===== src/rtl/dbchecker_ctrl_pkg.sv =====
// Shared types and constants for the DBChecker control-port AXI-Lite initiator.
package dbchecker_ctrl_pkg;

    typedef enum logic [2:0] {
        ST_IDLE  = 3'd0,
        ST_WADDR = 3'd1,
        ST_WRESP = 3'd2,
        ST_RADDR = 3'd3,
        ST_RRESP = 3'd4,
        ST_RSP   = 3'd5
    } ctrl_state_e;

    localparam logic [1:0] RESP_OKAY   = 2'b00;
    localparam logic [1:0] RESP_SLVERR = 2'b10;
    localparam logic [1:0] RESP_DECERR = 2'b11;

    typedef struct packed {
        logic        write;
        logic [31:0] addr;
        logic [31:0] wdata;
        logic [3:0]  wstrb;
    } ctrl_req_t;

    typedef struct packed {
        logic [31:0] rdata;
        logic [1:0]  resp;
        logic        timeout;
    } ctrl_rsp_t;

    // Registers are word-addressed on the bus; the byte offset is dropped.
    function automatic logic [31:0] word_align(input logic [31:0] addr);
        return {addr[31:2], 2'b00};
    endfunction

endpackage


===== src/rtl/dbchecker_ctrl_timeout.sv =====
// Response-wait watchdog: counts cycles spent waiting for B/R and tracks an
// orphaned transaction whose late response must still be absorbed.
// Only instantiated when DBCHECKER_CTRL_TIMEOUT_EN is defined.
module dbchecker_ctrl_timeout #(
    parameter int unsigned TIMEOUT_CYCLES = 1024
) (
    input  logic clock,
    input  logic reset_n,
    input  logic wait_i,
    input  logic hs_i,
    input  logic absorb_i,
    output logic expire_o,
    output logic orphan_o
);

    localparam logic [15:0] LIMIT = 16'(TIMEOUT_CYCLES - 32'd1);

    logic [15:0] cnt_q;
    logic [15:0] cnt_d;
    logic        orphan_q;
    logic        orphan_d;

    assign expire_o = wait_i && (cnt_q == LIMIT);
    assign orphan_o = orphan_q;

    // Counter runs only while waiting, so it is zero on every wait-state entry.
    always_comb begin
        cnt_d    = cnt_q;
        orphan_d = orphan_q;
        if (wait_i && !expire_o) begin
            cnt_d = cnt_q + 16'd1;
        end else begin
            cnt_d = 16'd0;
        end
        // A handshake in the expiry cycle wins, so no orphan is recorded then.
        if (expire_o && !hs_i) begin
            orphan_d = 1'b1;
        end else if (absorb_i) begin
            orphan_d = 1'b0;
        end else begin
            orphan_d = orphan_q;
        end
    end

    // Counter and orphan state registers.
    always_ff @(posedge clock or negedge reset_n) begin
        if (!reset_n) begin
            cnt_q    <= 16'd0;
            orphan_q <= 1'b0;
        end else begin
            cnt_q    <= cnt_d;
            orphan_q <= orphan_d;
        end
    end

endmodule


===== src/rtl/dbchecker_ctrl_initiator.sv =====
// AXI-Lite initiator for the DBChecker control slave. Serialises one register
// access at a time from a request/response command interface.
// Optional response timeout enabled by defining DBCHECKER_CTRL_TIMEOUT_EN.
module dbchecker_ctrl_initiator
    import dbchecker_ctrl_pkg::*;
#(
    parameter int unsigned TIMEOUT_CYCLES = 1024,
    parameter logic [2:0]  CTRL_PROT      = 3'b000
) (
    input  logic        clock,
    input  logic        reset_n,
    input  logic        req_valid,
    output logic        req_ready,
    input  logic        req_write,
    input  logic [31:0] req_addr,
    input  logic [31:0] req_wdata,
    input  logic [3:0]  req_wstrb,
    output logic        rsp_valid,
    input  logic        rsp_ready,
    output logic [31:0] rsp_rdata,
    output logic [1:0]  rsp_resp,
    output logic        rsp_timeout,
    output logic [31:0] m_axil_ctrl_awaddr,
    output logic [2:0]  m_axil_ctrl_awprot,
    output logic        m_axil_ctrl_awvalid,
    input  logic        m_axil_ctrl_awready,
    output logic [31:0] m_axil_ctrl_wdata,
    output logic [3:0]  m_axil_ctrl_wstrb,
    output logic        m_axil_ctrl_wvalid,
    input  logic        m_axil_ctrl_wready,
    input  logic [1:0]  m_axil_ctrl_bresp,
    input  logic        m_axil_ctrl_bvalid,
    output logic        m_axil_ctrl_bready,
    output logic [31:0] m_axil_ctrl_araddr,
    output logic [2:0]  m_axil_ctrl_arprot,
    output logic        m_axil_ctrl_arvalid,
    input  logic        m_axil_ctrl_arready,
    input  logic [31:0] m_axil_ctrl_rdata,
    input  logic [1:0]  m_axil_ctrl_rresp,
    input  logic        m_axil_ctrl_rvalid,
    output logic        m_axil_ctrl_rready
);

    ctrl_state_e state_q, state_d;
    logic [31:0] addr_q, addr_d;
    logic [31:0] wdata_q, wdata_d;
    logic [3:0]  wstrb_q, wstrb_d;
    logic        awvalid_q, awvalid_d;
    logic        wvalid_q, wvalid_d;
    logic        aw_done_q, aw_done_d;
    logic        w_done_q, w_done_d;
    logic        bready_q, bready_d;
    logic        arvalid_q, arvalid_d;
    logic        rready_q, rready_d;
    logic        req_ready_q, req_ready_d;
    logic        rsp_valid_q, rsp_valid_d;
    ctrl_rsp_t   rsp_q, rsp_d;

    ctrl_req_t   req_s;
    logic        aw_hs_s;
    logic        w_hs_s;
    logic        b_hs_s;
    logic        r_hs_s;
    logic        absorb_s;
    logic        expire_s;
    logic        orphan_s;

    assign req_s    = '{write: req_write, addr: req_addr, wdata: req_wdata, wstrb: req_wstrb};
    assign aw_hs_s  = awvalid_q && m_axil_ctrl_awready;
    assign w_hs_s   = wvalid_q && m_axil_ctrl_wready;
    assign b_hs_s   = bready_q && m_axil_ctrl_bvalid;
    assign r_hs_s   = rready_q && m_axil_ctrl_rvalid;
    // A B/R handshake outside the wait states can only be a late orphan response.
    assign absorb_s = ((state_q == ST_IDLE) || (state_q == ST_RSP)) && (b_hs_s || r_hs_s);

`ifdef DBCHECKER_CTRL_TIMEOUT_EN
    logic wait_s;
    logic hs_s;

    assign wait_s = (state_q == ST_WRESP) || (state_q == ST_RRESP);
    assign hs_s   = ((state_q == ST_WRESP) && b_hs_s) || ((state_q == ST_RRESP) && r_hs_s);

    dbchecker_ctrl_timeout #(
        .TIMEOUT_CYCLES (TIMEOUT_CYCLES)
    ) u_timeout (
        .clock    (clock),
        .reset_n  (reset_n),
        .wait_i   (wait_s),
        .hs_i     (hs_s),
        .absorb_i (absorb_s),
        .expire_o (expire_s),
        .orphan_o (orphan_s)
    );
`else
    assign expire_s = 1'b0;
    assign orphan_s = 1'b0;
`endif

    // Next-state logic for the transaction FSM and every registered bus output.
    always_comb begin
        state_d     = state_q;
        addr_d      = addr_q;
        wdata_d     = wdata_q;
        wstrb_d     = wstrb_q;
        awvalid_d   = awvalid_q;
        wvalid_d    = wvalid_q;
        aw_done_d   = aw_done_q;
        w_done_d    = w_done_q;
        bready_d    = bready_q;
        arvalid_d   = arvalid_q;
        rready_d    = rready_q;
        rsp_valid_d = rsp_valid_q;
        rsp_d       = rsp_q;
        case (state_q)
            ST_IDLE: begin
                if (req_valid && req_ready_q) begin
                    addr_d  = word_align(req_s.addr);
                    wdata_d = req_s.wdata;
                    wstrb_d = req_s.wstrb;
                    if (req_s.write) begin
                        state_d   = ST_WADDR;
                        awvalid_d = 1'b1;
                        wvalid_d  = 1'b1;
                        aw_done_d = 1'b0;
                        w_done_d  = 1'b0;
                    end else begin
                        state_d   = ST_RADDR;
                        arvalid_d = 1'b1;
                    end
                end else begin
                    state_d = ST_IDLE;
                end
                if (absorb_s) begin
                    bready_d = 1'b0;
                    rready_d = 1'b0;
                end else begin
                    bready_d = bready_q;
                    rready_d = rready_q;
                end
            end
            ST_WADDR: begin
                if (aw_hs_s) begin
                    awvalid_d = 1'b0;
                    aw_done_d = 1'b1;
                end else begin
                    awvalid_d = awvalid_q;
                end
                if (w_hs_s) begin
                    wvalid_d = 1'b0;
                    w_done_d = 1'b1;
                end else begin
                    wvalid_d = wvalid_q;
                end
                if ((aw_done_q || aw_hs_s) && (w_done_q || w_hs_s)) begin
                    state_d  = ST_WRESP;
                    bready_d = 1'b1;
                end else begin
                    state_d = ST_WADDR;
                end
            end
            ST_WRESP: begin
                if (b_hs_s) begin
                    state_d     = ST_RSP;
                    bready_d    = 1'b0;
                    rsp_valid_d = 1'b1;
                    rsp_d       = '{rdata: 32'h0000_0000, resp: m_axil_ctrl_bresp, timeout: 1'b0};
                end else if (expire_s) begin
                    // bready stays high so the late B is swallowed.
                    state_d     = ST_RSP;
                    rsp_valid_d = 1'b1;
                    rsp_d       = '{rdata: 32'h0000_0000, resp: RESP_SLVERR, timeout: 1'b1};
                end else begin
                    state_d = ST_WRESP;
                end
            end
            ST_RADDR: begin
                if (m_axil_ctrl_arready) begin
                    state_d   = ST_RRESP;
                    arvalid_d = 1'b0;
                    rready_d  = 1'b1;
                end else begin
                    state_d = ST_RADDR;
                end
            end
            ST_RRESP: begin
                if (r_hs_s) begin
                    state_d     = ST_RSP;
                    rready_d    = 1'b0;
                    rsp_valid_d = 1'b1;
                    rsp_d       = '{rdata: m_axil_ctrl_rdata, resp: m_axil_ctrl_rresp, timeout: 1'b0};
                end else if (expire_s) begin
                    state_d     = ST_RSP;
                    rsp_valid_d = 1'b1;
                    rsp_d       = '{rdata: 32'h0000_0000, resp: RESP_SLVERR, timeout: 1'b1};
                end else begin
                    state_d = ST_RRESP;
                end
            end
            ST_RSP: begin
                if (rsp_ready) begin
                    state_d     = ST_IDLE;
                    rsp_valid_d = 1'b0;
                end else begin
                    state_d = ST_RSP;
                end
                if (absorb_s) begin
                    bready_d = 1'b0;
                    rready_d = 1'b0;
                end else begin
                    bready_d = bready_q;
                    rready_d = rready_q;
                end
            end
            default: begin
                state_d     = ST_IDLE;
                awvalid_d   = 1'b0;
                wvalid_d    = 1'b0;
                bready_d    = 1'b0;
                arvalid_d   = 1'b0;
                rready_d    = 1'b0;
                rsp_valid_d = 1'b0;
            end
        endcase
        req_ready_d = (state_d == ST_IDLE) && (!orphan_s || absorb_s);
    end

    // State and output registers; reset aborts any transaction without a response.
    always_ff @(posedge clock or negedge reset_n) begin
        if (!reset_n) begin
            state_q     <= ST_IDLE;
            addr_q      <= 32'h0000_0000;
            wdata_q     <= 32'h0000_0000;
            wstrb_q     <= 4'h0;
            awvalid_q   <= 1'b0;
            wvalid_q    <= 1'b0;
            aw_done_q   <= 1'b0;
            w_done_q    <= 1'b0;
            bready_q    <= 1'b0;
            arvalid_q   <= 1'b0;
            rready_q    <= 1'b0;
            req_ready_q <= 1'b0;
            rsp_valid_q <= 1'b0;
            rsp_q       <= '{rdata: 32'h0000_0000, resp: RESP_OKAY, timeout: 1'b0};
        end else begin
            state_q     <= state_d;
            addr_q      <= addr_d;
            wdata_q     <= wdata_d;
            wstrb_q     <= wstrb_d;
            awvalid_q   <= awvalid_d;
            wvalid_q    <= wvalid_d;
            aw_done_q   <= aw_done_d;
            w_done_q    <= w_done_d;
            bready_q    <= bready_d;
            arvalid_q   <= arvalid_d;
            rready_q    <= rready_d;
            req_ready_q <= req_ready_d;
            rsp_valid_q <= rsp_valid_d;
            rsp_q       <= rsp_d;
        end
    end

    assign req_ready           = req_ready_q;
    assign rsp_valid           = rsp_valid_q;
    assign rsp_rdata           = rsp_q.rdata;
    assign rsp_resp            = rsp_q.resp;
    assign rsp_timeout         = rsp_q.timeout;
    assign m_axil_ctrl_awaddr  = addr_q;
    assign m_axil_ctrl_awprot  = CTRL_PROT;
    assign m_axil_ctrl_awvalid = awvalid_q;
    assign m_axil_ctrl_wdata   = wdata_q;
    assign m_axil_ctrl_wstrb   = wstrb_q;
    assign m_axil_ctrl_wvalid  = wvalid_q;
    assign m_axil_ctrl_bready  = bready_q;
    assign m_axil_ctrl_araddr  = addr_q;
    assign m_axil_ctrl_arprot  = CTRL_PROT;
    assign m_axil_ctrl_arvalid = arvalid_q;
    assign m_axil_ctrl_rready  = rready_q;

endmodule

===== config.mk =====
export PLATFORM = sky130hd
export DESIGN_NAME = dbchecker_ctrl_initiator
export DESIGN_NICKNAME = d
export VERILOG_FILES = /design/src/rtl/dbchecker_ctrl_pkg.sv /design/src/rtl/dbchecker_ctrl_timeout.sv /design/src/rtl/dbchecker_ctrl_initiator.sv
export SDC_FILE = /design/constraint.sdc
export NUM_CORES = 1
export LEC_CHECK = 0
export CORE_ASPECT_RATIO = 1.75
export CORE_UTILIZATION = 39
export DETAILED_ROUTE_END_ITERATION = 12
export PLACE_DENSITY_LB_ADDON = 0.25
export SLEW_MARGIN = 15
export SYNTH_ARGS = -nofsm -noshare
export SYNTH_HDL_FRONTEND = slang
export SYNTH_SLANG_ARGS = --single-unit

===== constraint.sdc =====
create_clock -name clock -period 2.1 [get_ports clock]
set_input_delay 0.42 -clock clock [delete_from_list [all_inputs] [get_ports clock]]
set_output_delay 0.42 -clock clock [all_outputs]
set_load 0.02 [all_outputs]

## After elaboration in Yosys (flattened, before gate mapping)

Index checks and enable logic that the tools add are counted.

| operators by class | value |
|---|---|
| bitwise logic cells | 5 |
| reduce and logical (&&, ||, !) cells | 31 |
| multiplexer cells | 38 |
| equality and inequality tests | 16 |

Operators by type and width:

| kind | number |
|---|---|
| two-way mux 35 bit | 2 |
| one-hot mux 35 bit (2 select lines) | 1 |
| AND reduction 4 bit | 8 |
| two-way mux 1 bit | 20 |
| inequality test 2 bit (second input constant) | 9 |
| one-hot mux 3 bit (6 select lines) | 1 |
| two-way mux 3 bit | 4 |
| one-hot mux 1 bit (4 select lines) | 3 |
| one-hot mux 1 bit (3 select lines) | 3 |
| OR reduction 4 bit | 2 |
| logical AND 1 bit | 7 |
| == test 3 x 2 -> 1 bit (second input constant) | 2 |
| == test 3 bit (second input constant) | 2 |
| logical NOT 3 bit | 2 |
| OR reduction 2 bit | 3 |
| inverter 1 bit | 5 |
| logical OR 1 bit | 4 |
| two-way mux 2 bit | 2 |
| inequality test 2 x 1 -> 1 bit (second input constant) | 2 |
| one-hot mux 1 bit (2 select lines) | 2 |
| nonzero test 2 bit | 2 |
| == test 3 x 1 -> 1 bit (second input constant) | 1 |
| AND reduction 3 bit | 1 |
| OR reduction 3 bit | 1 |
| AND reduction 2 bit | 1 |

| word-level totals | value |
|---|---|
| word-level logic and storage cells | 106 |
| register bits | 113 |
| input bits | 114 |
| output and inout port bits | 148 |

## Depth between registers and ports, before layout

Gate-level depths: netlist of the first run.

| logic depth | value |
|---|---|
| depth in word-level cells | 6 |
| mapped depth | 7 |
| mapped depth without buffers | 4 |

## Worst setup path before layout of the first run

Ideal clock, no wire load.

| timing | value |
|---|---|
| path kind | register -> register |
| start | register state_q[1] |
| end | register addr_q[16] (netlist: m_axil_ctrl_araddr[16]) |
| setup slack | 572 ps |
| clock period less this slack | 1,528 ps |
| arrival time | 1,401 ps |
| buffers on the path | 2 |
| cell stages (with the launch flop) | 6 |
| required time | 1,972 ps |
| setup time | 128 ps |
| cells stage by stage | dfrtp_1 > nand4bb_4 > nor2_4 > buf_6 > buf_4 > mux2_1 |

| on the way | value |
|---|---|
| cells in the longest elaborated chain, start to end | 2 |

RTL lines:

| element | RTL line | text |
|---|---|---|
| start: declaration | dbchecker_ctrl_initiator.sv:44 | `ctrl_state_e state_q, state_d;` |
| start signal: assignment | dbchecker_ctrl_initiator.sv:245 | `state_q <= state_d;` |
| logical NOT 3 bit | dbchecker_ctrl_initiator.sv:114 | `case (state_q)` |
| AND reduction 2 bit (no source line) | -- |  |
| end signal: assignment | dbchecker_ctrl_initiator.sv:246 | `addr_q <= addr_d;` |
| end: declaration | dbchecker_ctrl_initiator.sv:45 | `logic [31:0] addr_q, addr_d;` |

No other way between the ends.
A chain may end at the register's enable or synchronous reset.

## Worst setup path after layout of the first run

| timing | value |
|---|---|
| start | register rready_q (netlist: m_axil_ctrl_rready) |
| end | output m_axil_ctrl_rready |

RTL lines:

| element | RTL line | text |
|---|---|---|
| start: declaration | dbchecker_ctrl_initiator.sv:54 | `logic rready_q, rready_d;` |
| start signal: assignment | dbchecker_ctrl_initiator.sv:255 | `rready_q <= rready_d;` |
| end: declaration | dbchecker_ctrl_initiator.sv:41 | `output logic m_axil_ctrl_rready` |

No word-level cell between the ends.

==> metrics.csv, run 1 <==
metric,value,unit
status,"finished, final reports clean",
netlist.area_leader.share,57.90,%
cp_max_fo,8,
synth_most_common_cell,dfrtp_1,
via_count,3700,
drv_slew,0,
cp_num_buf_inv,1,
crit_path_cell_trace,clkdlybuf4s50_1,
peakVddDrop,881.1,uV
critPathSlowestCell,clkdlybuf4s50_1,
worst_clock_skew,0.009302,ns
cts_buffers,9,
wl,12440,um
grt_pass1_wl,19030,um
antenna_cells,0,
critical-path-top-delay-family,buffers and inverters,
yosys_register_bits,112,
drive_gt1_share,13.80,%
nNetsFinal,733,
maxCapViolCount,0,
io_pins,262,
utilization,62.51,%
synth_edf_count,0,
crit_required,1.68,ns
clock_latency,0.34,ns
yosys-top-cells-area,"dfrtp_1, mux2_2, buf_4, nand2_1, mux2_1",
clockBufferDepth,2,
setup_violations,0,
endpoint_kind,output pin,
core_region_area,12070,um2
cts_resized,0,
drtIter0Drc,107,
arrival,1.46,ns
path_class,reg2out,
final-hold-violation-count,0,
yosys-top-cells-count,"dfrtp_1, nand2_1, mux2_2",
path_clk_slew,0.07,ns
max_stage_delay,0.66,ns
drc,0,
place.gp.congestion,0.8504,
rsz0062_at_grt,no,
grt_usage,19.45,%
grt_overflow,0,
area_growth,55.85,%
fp.dieH,149.4,um
yosysWarnings,0,
final_area,7545,um2
synthesis.area,4841,um2
cts_sinks,112,
fin_crit_sh,89.53,%
synthFlopType,dfrtp_1,
place_area,7266,um2
hold_buffers,1,
cts_tree,done,
r2r_slack,0.29,ns
hold_path.class,reg2reg,
p_leak,3.082,nW
root_buffer,clkbuf_16,
min_period,1.880,ns
dpl.hpwl,9623,um
final_antenna_net_count,0,
syn_inst,401,
post_cts_buffers,0,
cp-start-kind,register,
avgSynthCellArea,12.07,um2
tns,0,ns
start_util,40.11,%
grt_pass1_vias,3780,
firstDrtPassIters,4,
async_reset_ff_share,100.0,%
die_w,86.22,um
vias_per_cell,4.695,
dieArea,12880,um2
htreeDepth,3,
rows,53,
synth_cell_types,42,
seq_area_frac_synth,57.90,%
antenna_found_initial,0,
grt_max_degree,65,
numPortBuffers,248,
wl_per_cell,15.79,um
yosysTopAreaCell,dfrtp_1,
max_clock_freq,0.5319,GHz
p_per_area,1478,nW/um2
kinds of logic (layout without fill, tap and decap cells):
family | after synthesis | in the layout | synth area share [%]
other cells | 1 | 11 | 0.07747
simple gates | 90 | 90 | 8.633
flops | 112 | 112 | 57.90
buf+inv | 65 | 277 | 9.331
compound gates | 65 | 65 | 8.297
mux | 68 | 68 | 15.77
power by group:
| part | switching, mW | internal (mW) |
|---|---|---|
| clock network | 0.764 | 0.810 |
| logic | 2.81 | 3.07 |
| registers | 0.631 | 3.06 |
| total | 4.21 | 6.94 |
per-layer routing:
layer  track usage (%)  wire length, um  share of wire [%]  vias to the layer above
met1             19.12             4207                 34                     1792
met4             8.917              420                3.4                        0
met3             4.317              733                5.9                       27
met5                 0                0                  0                        -
li1                  -                -                  -                     1737
met2             37.54             7083                 57                      144
worst paths after layout:
path / start / endpoint / depth (start not counted)
worst max-delay path: m_axil_ctrl_rready / m_axil_ctrl_rready / 1
worst min-delay path: aw_done_q / aw_done_q / 1
worst max register to register: state_q[1] / rsp_rdata[2] / 5
worst min register to register: aw_done_q / aw_done_q / 1
max in group asynchronous: reset_n / rsp_rdata[28] / 3
min in group asynchronous: reset_n / m_axil_ctrl_wvalid / 2
layout by cell type, fill, tap and decap left out, types with 3 or more instances in the layout:
cell	count
mux2_2	48
a21o_1	3
o21ai_0	22
buf_12	4
clkdlybuf4s50_1	247
dfrtp_1	112
nand2_1	75
conb_1	11
mux2_1	18
buf_4	8
clkbuf_16	9
a21oi_1	10
o21ai_1	16
state kept, by name (all words and copies together) (netlist names), 2 cells and up:
signal              flops
m_axil_ctrl_araddr     30
m_axil_ctrl_wdata      32
rsp_rdata              32
state_q                 3
m_axil_ctrl_wstrb       4
rsp_resp                2
through the flow:
step                setup slack [ns]  hold WS (ns)  instances  total power, mW
global route                  0.1438        0.4884        788            11.75
floorplan                     0.5719        0.1244        411            7.100
finish                        0.2198        0.4773        788            11.15
detailed placement            0.1055        0.3576        772            9.684
global placement              0.1304        0.3546        772            9.536
CTS                           0.2058        0.4807        788            11.28
area by class of cell:
| type | instances | area, um2 |
|---|---|---|
| Fill cell | 1025 | 4524 |
| Sequential cell | 112 | 2803 |
| Timing Repair Buffer | 260 | 2623 |
| Multi-Input combinational cell | 234 | 1637 |
| Clock buffer | 10 | 229.0 |
| Tap cell | 165 | 206.4 |
| Clock inverter | 5 | 40.04 |
| Inverter | 2 | 7.507 |
Note: power is estimated with default switching activity, not from simulation.
==> run 2: changes to the inputs <==
Settings changed: CORE_AREA from default to 2 2 102 104, CORE_ASPECT_RATIO 1.75 to default, CORE_UTILIZATION 39 to default, DIE_AREA from default to 0 0 104 106, DONT_BUFFER_PORTS from default to 1, SLEW_MARGIN 15 to default.
==> metrics.csv, run 2 (synthesized netlist as in run 1, its figures left out) <==
metric,value,unit,change
p_per_area,1682,nW/um2,+14%
cts_sinks,112,,unchanged
worst_clock_skew,0.005784,ns,-0.003519 ns
min_period,1.800,ns,-0.08001 ns
critPathSlowestCell,dfrtp_1,,
fin_hold_ws,-0.2522,ns,-0.7295 ns
wl_per_cell,18.97,um,+20%
crit_required,2.35,ns,+0.67 ns
grt_pass1_vias,2724,,-28%
maxCapViolCount,0,,unchanged
root_buffer,clkbuf_8,,
firstDrtPassIters,4,,unchanged
cp_num_buf_inv,0,,-1
clockBufferDepth,2,,unchanged
nFillCells,920,,-10%
peakVddDrop,600.1,uV,-32%
wl_met1,3542,um,-16%
start_util,48.41,%,+8.3 points
tns,0,ns,unchanged
violations,negative hold slack,,
cts_buffers,9,,unchanged
setup_violations,0,,unchanged
drtIter0Drc,135,,+26%
final_cell_mix,"dfrtp_1, nand2_1, mux2_2",,
via_count,2738,,-26%
core_region_area,10000,um2,-17%
max_slew.worst_pin.slew,0.5099,ns,
drv_slew,0,,unchanged
grt_usage,17.10,%,-2.3 points
dr.max_layer_used,met4,,
regArea,2803,um2,unchanged
p_leak,2.060,nW,-33%
drive_gt1_share,22.04,%,+8.2 points
cp_max_fo,15,,+7
final-hold-violation-count,112,,+112
final_antenna_net_count,0,,unchanged
clock_latency,0.36,ns,+0.02 ns
dpl.hpwl,7110,um,-26%
arrival,2.05,ns,+0.59 ns
hold_path.class,in2async,,
grt_pass1_wl,14590,um,-23%
antenna_cells,0,,unchanged
endpoint_kind,register,,
wl,9638,um,-23%
path_class,reg2reg,,
area_growth,0.7238,%,
htreeDepth,3,,unchanged
multi_input_area,1637,um2,unchanged
grt_overflow,0,,unchanged
io_pins,262,,unchanged
path_clk_slew,0.09,ns,+0.02 ns
status,"complete, but fails checks",,
fp.dieH,106,um,-29%
antenna_found_initial,0,,unchanged
maxSlewHeadroom,66.01,%,
cp-start-kind,register,,
dieArea,11020,um2,-14%
rows,37,,-30%
critical-path-top-delay-family,compound AO/OA/AOI/OAI gates,,
final_common_cell,dfrtp_1,,
power,8.203,mW,-26%
crit_path_cell_trace,nor2b_1 -> a41oi_2 -> o2111ai_2 -> a2111oi_2,,
rsz0062_at_grt,no,,
cts_tree,done,,
fin_crit_sh,85.72,%,-3.8 points
nNetsFinal,482,,-34%
numPortBuffers,0,,-100%
wl_met2,5034,um,-29%
vias_per_cell,5.390,,+15%
met3_wirelength,949,um,+29%
grt_max_degree,113,,+74%
max_stage_delay,0.67,ns,about the same
place.gp.congestion,0.7889,,-7.2%
max_clock_freq,0.5555,GHz,+4.4%
die_w,104,um,+21%
post_cts_buffers,0,,unchanged
drc,0,,unchanged
[run 2: cell types whose count changed in the layout (fill, tap and decap cells not counted), sizes merged]
| cell | before | now |
|---|---|---|
| dlygate4sd3 | 1 | 0 |
| buf | 12 | 9 |
| inv | 4 | 2 |
| clkinvlp | 0 | 1 |
| clkdlybuf4s50 | 247 | 0 |
| clkbuf | 10 | 11 |
[run 2: cell type report]
class | instances | share of cell area (%)
flip-flops and latches | 112 | 57.48
multi-input cells | 234 | 33.56
well taps | 136 | 3.490
clock buffers | 11 | 2.694
repair buffers | 9 | 2.156
clock inverters | 4 | 0.4619
inverters | 2 | 0.1540
[run 2: metal layers]
metal | global-route usage [%] | up-vias
met3 | 7.112 | 11
li1 | - | 1244
met1 | 18.88 | 1350
met2 | 29.51 | 133
met4 | 6.564 | 0
met5 | 0 | -
[run 2: worst reg2reg max path, cell delays in order (launching register included)]
cell and delay (ns):
dfrtp_1 0.67, nor2b_1 0.20, a41oi_2 0.29, o2111ai_2 0.16, a2111oi_2 0.37
[run 2: final timing paths]
path,startpoint,end,slack [ns],depth (start not counted)
max,state_q[2],req_ready,0.30,4
min in group clock,m_axil_ctrl_wready,m_axil_ctrl_wvalid,0.15,1
max reg2reg,state_q[2],req_ready,0.30,4
min reg2reg,aw_done_q,aw_done_q,0.49,1
min,reset_n,m_axil_ctrl_wdata[30],-0.25,0
max in group asynchronous,reset_n,m_axil_ctrl_wdata[7],2.18,0
[run 2: per-stage QoR]
stage          hold WS (ns)  util (%)  cell area [um2]  cells  setup WS [ns]
3_5_place_dp         0.1277     47.22             4722    493         0.3378
5_1_grt             -0.2917     48.76             4876    508         0.1702
2_1_floorplan        0.1244         -             4878    411         0.5719
4_1_cts             -0.2772     48.76             4876    508         0.3089
6_report            -0.2522     48.76             4876    508         0.2998
3_3_place_gp         0.1281     47.22             4722    493         0.3617
[run 2: repair_timing]
action / 4_1_cts / 5_1_grt
gates resized for setup: 0 / 0
endpoints found under the hold margin: 112 / 112
setup endpoints to repair: 0 / 0
[run 2: power by group]
group | switching, mW | internal [mW] | total [mW]
combinational | 0.780 | 1.02 | 1.80
sequential | 2.27 | 3.03 | 5.30
clock | 0.673 | 0.421 | 1.09
total | 3.72 | 4.48 | 8.20
